## config.mk

```make
export PLATFORM = sky130hd
export DESIGN_NAME = a_reg_scheduler
export DESIGN_NICKNAME = d
export VERILOG_FILES = /design/src/rtl/a_reg_scheduler_pkg.sv /design/src/rtl/a_reg_scheduler_rr_arbiter.sv /design/src/rtl/a_reg_scheduler.sv
export SDC_FILE = /design/constraint.sdc
export NUM_CORES = 1
export LEC_CHECK = 0
export CAP_MARGIN = 40
export CORE_ASPECT_RATIO = 0.75
export CORE_MARGIN = 3
export CORE_UTILIZATION = 35
export DETAILED_ROUTE_END_ITERATION = 16
export MAX_ROUTING_LAYER = met4
export PLACE_DENSITY_LB_ADDON = 0.05
export SYNTH_ARGS = -nofsm -noshare
export SYNTH_HDL_FRONTEND = slang
export SYNTH_SLANG_ARGS = --single-unit
```

## constraint.sdc

```tcl
create_clock -name clk -period 5.05 [get_ports clk]
set_clock_uncertainty 0.2 [all_clocks]
set_input_delay 1.01 -clock clk [delete_from_list [all_inputs] [get_ports clk]]
set_output_delay 1.01 -clock clk [all_outputs]
set_load 0.005 [all_outputs]
```

## src/rtl/a_reg_scheduler_pkg.sv

```systemverilog
// Shared constants for the A-register write-port scheduler: file geometry
// and the fixed index assignment of the result sources on the write port.
package a_reg_scheduler_pkg;

    localparam int A_WIDTH    = 24;
    localparam int A_DEPTH    = 8;
    localparam int A_LOGDEPTH = 3;
    localparam int A_NREQ     = 4;

    // Result sources, in arbiter request-bit order
    localparam int SRC_AADD = 0;
    localparam int SRC_AMUL = 1;
    localparam int SRC_MEM  = 2;
    localparam int SRC_S2A  = 3;

endpackage

```

## src/rtl/a_reg_scheduler_rr_arbiter.sv

```systemverilog
// Round-robin arbiter: grants the first request at or above the rotating
// pointer (with wrap-around) and moves the pointer just past the winner.
module rr_arbiter #(
    parameter int N = 4
) (
    input  logic         clk,
    input  logic         rst,
    input  logic [N-1:0] req,
    output logic [N-1:0] gnt
);

    localparam int PW = (N > 1) ? $clog2(N) : 1;

    logic [PW-1:0] ptr_q;
    logic [PW-1:0] ptr_d;
    logic [PW-1:0] gidx;
    logic [PW-1:0] idx;
    logic          found;

    // Search upward from the pointer for the first active request
    always_comb begin
        gnt   = '0;
        found = 1'b0;
        gidx  = '0;
        idx   = '0;
        for (int i = 0; i < N; i++) begin
            idx = PW'((int'(ptr_q) + i) % N);
            if (!found && req[idx]) begin
                found    = 1'b1;
                gidx     = idx;
                gnt[idx] = 1'b1;
            end
        end
    end

    // Pointer advances past the winner; it holds when nobody asks
    always_comb begin
        ptr_d = ptr_q;
        if (found) begin
            ptr_d = (int'(gidx) == N - 1) ? '0 : gidx + 1'b1;
        end
    end

    // Pointer register
    always_ff @(posedge clk) begin
        if (rst) begin
            ptr_q <= '0;
        end else begin
            ptr_q <= ptr_d;
        end
    end

endmodule

```

## src/rtl/a_reg_scheduler.sv

```systemverilog
// A-register file scheduler: per-register reservation bits for issue
// interlocks (RAW and WAW), plus the registered, arbitrated write port.
module a_reg_scheduler
    import a_reg_scheduler_pkg::*;
#(
    parameter int WIDTH    = A_WIDTH,
    parameter int DEPTH    = A_DEPTH,
    parameter int LOGDEPTH = A_LOGDEPTH,
    parameter int NREQ     = A_NREQ
) (
    input  logic                     clk,
    input  logic                     rst,
    input  logic                     i_issue_vld,
    input  logic                     i_issue_wr,
    input  logic [LOGDEPTH-1:0]      i_issue_dst,
    input  logic                     i_issue_rd_j,
    input  logic [LOGDEPTH-1:0]      i_issue_j,
    input  logic                     i_issue_rd_k,
    input  logic [LOGDEPTH-1:0]      i_issue_k,
    output logic                     o_issue_ok,
    input  logic [NREQ-1:0]          i_req,
    input  logic [NREQ*LOGDEPTH-1:0] i_req_addr,
    input  logic [NREQ*WIDTH-1:0]    i_req_data,
    output logic [NREQ-1:0]          o_gnt,
    output logic                     o_wr_en,
    output logic [LOGDEPTH-1:0]      o_wr_addr,
    output logic [WIDTH-1:0]         o_wr_data,
    output logic [DEPTH-1:0]         o_resv,
    output logic                     o_busy
);

    function automatic logic [DEPTH-1:0] dec(input logic [LOGDEPTH-1:0] a);
        dec    = '0;
        dec[a] = 1'b1;
    endfunction

    logic [DEPTH-1:0]    resv_q, resv_d, eff_resv;
    logic                wr_en_q, wr_en_d;
    logic [LOGDEPTH-1:0] wr_addr_q, wr_addr_d;
    logic [WIDTH-1:0]    wr_data_q, wr_data_d;
    logic [NREQ-1:0]     gnt;
    logic                conflict;
    logic                issue_ok;

    rr_arbiter #(.N(NREQ)) u_arb (
        .clk (clk),
        .rst (rst),
        .req (i_req),
        .gnt (gnt)
    );

    // The register retiring this cycle is bypassed by the file, so treat it as free
    always_comb begin
        eff_resv = resv_q;
        if (wr_en_q) begin
            eff_resv = resv_q & ~dec(wr_addr_q);
        end
    end

    // Interlock check; register 0 is a constant on reads but still WAW-held on writes
    always_comb begin
        conflict = 1'b0;
        if (i_issue_rd_j && (i_issue_j != '0) && eff_resv[i_issue_j]) conflict = 1'b1;
        if (i_issue_rd_k && (i_issue_k != '0) && eff_resv[i_issue_k]) conflict = 1'b1;
        if (i_issue_wr && eff_resv[i_issue_dst])                      conflict = 1'b1;
        issue_ok = i_issue_vld && !conflict;
        resv_d   = eff_resv | ((issue_ok && i_issue_wr) ? dec(i_issue_dst) : '0);
    end

    // Select the granted source's address and data for the write stage
    always_comb begin
        wr_en_d   = |gnt;
        wr_addr_d = wr_addr_q;
        wr_data_d = wr_data_q;
        for (int n = 0; n < NREQ; n++) begin
            if (gnt[n]) begin
                wr_addr_d = i_req_addr[n*LOGDEPTH +: LOGDEPTH];
                wr_data_d = i_req_data[n*WIDTH +: WIDTH];
            end
        end
    end

    // Reservation bitmap and write-stage registers
    always_ff @(posedge clk) begin
        if (rst) begin
            resv_q    <= '0;
            wr_en_q   <= 1'b0;
            wr_addr_q <= '0;
            wr_data_q <= '0;
        end else begin
            resv_q    <= resv_d;
            wr_en_q   <= wr_en_d;
            wr_addr_q <= wr_addr_d;
            wr_data_q <= wr_data_d;
        end
    end

    assign o_issue_ok = issue_ok;
    assign o_gnt      = gnt;
    assign o_wr_en    = wr_en_q;
    assign o_wr_addr  = wr_addr_q;
    assign o_wr_data  = wr_data_q;
    assign o_resv     = resv_q;
    assign o_busy     = |resv_q;

endmodule

```

Word-level counts from Yosys, hierarchy flattened
Index checks and enable logic that the tools add are counted.

Output and inout port bits: 42. Input bits: 127. Bits in registers: 38.

Order comparisons: 14. $add $sub $neg: 4. Reduce and logical (&&, ||, !) cells: 25. Eq/ne operators: 1. Muxes and demuxes: 52. Bitwise gates (word level): 6.

Operator list (count): $mux W24 (4); $mux W1 (20); $logic_and A1 B1 Y1 (16); $lt A3 B4 Y1 const B (4); $mux W4 (4); $mux W8 (2); $lt A2 B3 Y1 const B (4); $mux W3 (4); $or A4 B4 Y4 (3); $mux W2 (5); $bmux W1 S3 (3); $and A8 B8 Y8 (1); $bmux W1 S2 (4); $demux W1 S2 (4); $ge A2 B1 Y1 const B (4); $not A8 Y8 (1); $or A8 B8 Y8 (1); $reduce_or A8 Y1 (1); $demux W1 S3 (2); $ge A3 B1 Y1 const B (2); $reduce_bool A3 Y1 (2); $add A2 B1 Y2 const B (2); $add A2 B2 Y2 const B (2); $logic_not A1 Y1 (4); 3 further kinds (3).

Depth between registers and ports, before layout
Depth in word-level cells: 18. Depth in mapped cells: 14.

Cells and area by module
Synthesis repeated with hierarchy kept, for this count alone.

Cells, all modules: 396. Area, all modules: 2996.6 sq um.

Modules (own cells, without submodules): a_reg_scheduler (area each 2453.6 sq um, times used 1, cells an instance 336, seq. area each 720.7 sq um); rr_arbiter (area each 543.0 sq um, times used 1, cells an instance 60, seq. area each 40.0 sq um).

Worst setup path after synthesis
Ideal clock, no wire load.

Path kind: register -> output. Start: register (tool-made name). End: output o_gnt[1]. Arrival time: 2947 ps. Data required time: 3840 ps. Slack: 893 ps. Path buffers: 6. Stages on the path, launching flop included: 14. Cell sequence: dfxtp_1 -> buf_2 -> buf_4 -> inv_1 -> ha_1 -> mux4_2 -> buf_6 -> and2_1 -> buf_6 -> o21ai_2 -> and4_1 -> buf_4 -> buf_6 -> inv_1.

RTL lines: to (decl) (RTL line a_reg_scheduler.sv:24) `output logic [NREQ-1:0] o_gnt,`.

Worst setup path in the final report
Start: input i_req[0]. End: output o_gnt[0].

Longest elaborated chain between the ends: 12. Elaborated cells between the ends (all ways): 24. Classes of those cells: mux: 15; bitwise: 3; reduce/logical: 6.

Ends and longest elaborated chain: from (decl) (RTL line a_reg_scheduler.sv:21) `input logic [NREQ-1:0] i_req,`; $bmux W1 S2 (RTL line a_reg_scheduler_rr_arbiter.sv:28) `if (!found && req[idx]) begin`; $mux W1 (not written as such) (RTL line a_reg_scheduler_rr_arbiter.sv:28); $mux W1 (RTL line a_reg_scheduler_rr_arbiter.sv:28); $logic_not A1 Y1 (RTL line a_reg_scheduler_rr_arbiter.sv:28); $logic_and A1 B1 Y1 (RTL line a_reg_scheduler_rr_arbiter.sv:28); $mux W1 (RTL line a_reg_scheduler_rr_arbiter.sv:28); $logic_not A1 Y1 (RTL line a_reg_scheduler_rr_arbiter.sv:28); $logic_and A1 B1 Y1 (RTL line a_reg_scheduler_rr_arbiter.sv:28); $mux W1 (RTL line a_reg_scheduler_rr_arbiter.sv:28); $logic_not A1 Y1 (RTL line a_reg_scheduler_rr_arbiter.sv:28); $logic_and A1 B1 Y1 (RTL line a_reg_scheduler_rr_arbiter.sv:28); $mux W4 (*) (RTL line a_reg_scheduler_rr_arbiter.sv:28).

Every way passes the cells marked *; elsewhere a longest branch is shown, timed or not. The select of a mux whose other input is x is not followed.

==> flow_summary.yaml <==
die:
  core_um2: 11900
  die-area_um2: 13800
  die_h_um: 103
  initial_core_util_pct: 36.7
  num_rows: 34
  top_level_ports: 169
  die_w_um: 135
timing:
  relSlewSlack_pct: 49.5
  fin_setup_tns_ps: 0
  rsz0062_at_grt: "no"
  tightest_slew_ps: 749
  layout_setup_ws_ps: 284
  period_minus_slack_ps: 4770
  slew_viol_final: 0
  post-route-period-util_pct: 94.4
  whs_ps: 266
  hold_viol: 0
  max_freq_mhz: 210
  finalSetupViolations: 0
critical_path:
  critPathLaunch: "i_req[0]"
  startpoint_type: "input port"
  cp_top_family: "buffers and inverters"
  cp.depth: 7
  critical_path_arrival_ps: 3560
  path_cells: "clkdlybuf4s50_1 > mux4_2 > nand2_1 > a21boi_1 > a2111oi_2 > inv_1 > clkdlybuf4s50_1"
  cp_num_buf_inv: 3
  worst_path_max_delay_cell: "mux4_2"
  crit_top_cell: "clkdlybuf4s50_1"
  reg2reg_from: "u_arb.ptr_q[1]"
  cp.required_ps: 3840
  critPathCapture: "o_gnt[0]"
  max_stage_delay_ps: 670
  critical_path_class: "input port to primary output"
  r2r-end: "o_wr_data[9]"
  worstRegToRegCells: 9
  end_kind: "primary output"
  path_max_fanout: 12
  r2r_slack_ps: 770
pwr:
  clock_power_share_pct: 12.7
  p_leak_nw: 2.43
  vdd_drop_max_v: 0.000386
  switching_share_pct: 48.4
  cellPowerDensity_nw_per_um2: 540
  switching_power_mw: 1.65
  comb_power_share_pct: 72.4
  seqPwrFrac_pct: 14.9
  cell_internal_pwr_mw: 1.76
clock_tree:
  cts.sinks: 38
  cts_tree: "built"
  clk_latency_ps: 290
  path_clk_slew_ps: 60
  ctsHoldBuffers: 0
  cts_buffers: 5
  cts_max_path_buffers: 2
  clock-root-buffer: "clkbuf_16"
  htree_levels: 2
  cts_setup_buffers: 0
  cts_resized: 0
logic_synthesis:
  ys_async_sr_fraction_pct: 0
  yosysUniqueCellTypes: 56
  ys_ff_latch: 38
  postSynthAreaPerCell_um2: 7.74
  synth_cells: 563
  synth_top_area_share_pct: 17.5
  yosysWarnings: 0
  post_synth_instance_area_um2: 4360
  ys.flop_type: "dfxtp_1"
  synth_edf_count: 0
  syn-num-nets: 697
  seq_area_frac_synth_pct: 17.5
  synth_top_cell_by_area: "dfxtp_1"
  synthTopCellsByArea: "dfxtp_1 (17%), a41oi_1 (16%), inv_1 (8.3%)"
detailed_routing:
  wl_per_cell_um: 20.9
  vias: 5320
  ant_nets: 0
  dr.pass1.iters: 5
  vias_per_cell: 6.17
  wl_um: 18100
  drc: 0
  drt-initial-drc-count: 616
global_routing:
  grt_pass1_vias: 5137
  antenna_found_initial: 0
  grt_max_degree: 56
  grt.overflow.total: 0
  grt_first_pass_wirelength_um: 28200
  grt_usage_pct: 26.2
cells_and_area:
  final_layout_size_suffix_gt1_share_pct: 10.7
  area_delta_synth_final_pct: 45.1
  antenna-diode-count: 0
  stdcell_area_um2: 6320
  layout.nets: 833
min_path:
  hold_path_class: "register to register"
  min_from: "o_wr_data[2]"
placed_design:
  dp_hpwl_um: 13100
  portBuffers: 168
  placed_area_um2: 6130
  place_ws_ps: 280
  gp_congestion: 0.993
status:
  status: "complete, no violations"
run:
  drv_cap: 0
==> kinds of logic after synthesis <==
kind of cell               Yosys count  share of synthesized area [%]
xor gates and xnor gates             1                          0.201
buffers and inverters              160                           16.0
AOI/OAI and AO/OA                  220                           44.5
and+or+nand+nor                    126                           15.8
DFF                                 38                           17.5
adders and majority gates            7                           2.01
muxes                               11                           4.02
==> placed cells by master (no fill, tap or decap), types with 3 or more instances in the layout <==
| cell type | netlist | routed |
|---|---|---|
| and2_1 | 5 | 5 |
| o21ai_2 | 4 | 6 |
| a21oi_1 | 3 | 3 |
| a31oi_1 | 3 | 3 |
| a211o_1 | 3 | 3 |
| dfxtp_1 | 38 | 38 |
| o21ai_0 | 5 | 5 |
| nor3b_1 | 5 | 5 |
| or3_1 | 4 | 4 |
| nor2_1 | 10 | 9 |
| nand2b_1 | 4 | 4 |
| o22ai_1 | 9 | 9 |
| o211ai_1 | 4 | 4 |
| mux2i_1 | 4 | 4 |
| nor3_1 | 3 | 3 |
| o21bai_1 | 27 | 27 |
| a311oi_1 | 4 | 4 |
| o21a_1 | 6 | 6 |
| a221oi_2 | 19 | 19 |
| nand4_1 | 3 | 3 |
| ha_1 | 7 | 7 |
| nand3_1 | 5 | 5 |
| mux4_2 | 5 | 5 |
| clkdlybuf4s50_1 | 0 | 167 |
| nand2_1 | 43 | 42 |
| a221oi_1 | 8 | 8 |
| buf_4 | 5 | 23 |
| inv_1 | 96 | 96 |
| clkbuf_16 | 0 | 5 |
| o2111ai_1 | 3 | 3 |
| nand4b_1 | 4 | 4 |
| nor4_1 | 29 | 29 |
| o311ai_0 | 26 | 26 |
| a41oi_1 | 81 | 81 |
==> area by class of cell <==
type,instances,area (um^2)
clock inverter,2,60.1
fill,1118,5540
multi-input combinational,365,2920
clock buffer,6,139
tap,162,203
sequential,38,761
inverter,97,364
timing repair buffer,192,1880
==> cells in the mapped netlist, drive strengths merged, types with 6 or more instances <==
cell type	instances
a41oi	81
nand2	43
nor2	10
inv	96
a221oi	27
clkbuf	34
o21a	6
o21bai	27
dfxtp	38
o311ai	27
nor4	29
o22ai	9
ha	7
buf	29
o21ai	12
==> state kept, by name, indices dropped and copies added, names as in the netlist, named ones only <==
| signal | flops |
|---|---|
| o_wr_data | 24 |
| o_resv | 8 |
| o_wr_addr | 3 |
| o_wr_en | 1 |
| u_arb.ptr_q | 1 |
==> tightest hold or removal path, cell delays in order (launching register included) <==
cell	delay (ps)
dfxtp_1	310
inv_1	60
a221oi_2	50
==> per-layer routing <==
layer | track usage (%) | vias to the layer above | share of wire (%)
li1 | - | 2478 | -
met1 | 38.5 | 2515 | 48
met2 | 36.7 | 310 | 42
met3 | 4.98 | 17 | 9.3
met4 | 6.57 | 0 | 1.1
met5 | - | - | 0
==> worst min path at each step <==
stage | end | cells past startpoint | slack [ps]
floorplan | o_wr_data[0] | 2 | 260
detailed placement | o_wr_data[2] | 2 | 260
CTS | o_wr_data[2] | 2 | 270
finish | o_wr_data[2] | 2 | 270
global placement | o_wr_data[5] | 2 | 250
global route | o_wr_data[2] | 2 | 280
==> power by group through the flow <==
stage / registers [mW] / logic, mW / clock network [mW]
finish: 0.510 / 2.47 / 0.434
global route: 0.524 / 2.70 / 0.453
CTS: 0.507 / 2.46 / 0.442
detailed placement: 0.512 / 2.45 / 0
global placement: 0.510 / 2.44 / 0
floorplan: 0.496 / 1.72 / 0
==> stage by stage <==
stage          utilization, %  std cells  total power [mW]
2_1_floorplan               -        563              2.21
3_3_place_gp             51.4        853              2.95
3_5_place_dp             51.6        854              2.96
4_1_cts                  53.3        862              3.41
5_1_grt                  53.3        862              3.68
6_report                 53.3        862              3.42
Note: power is estimated with default switching activity, not from simulation.
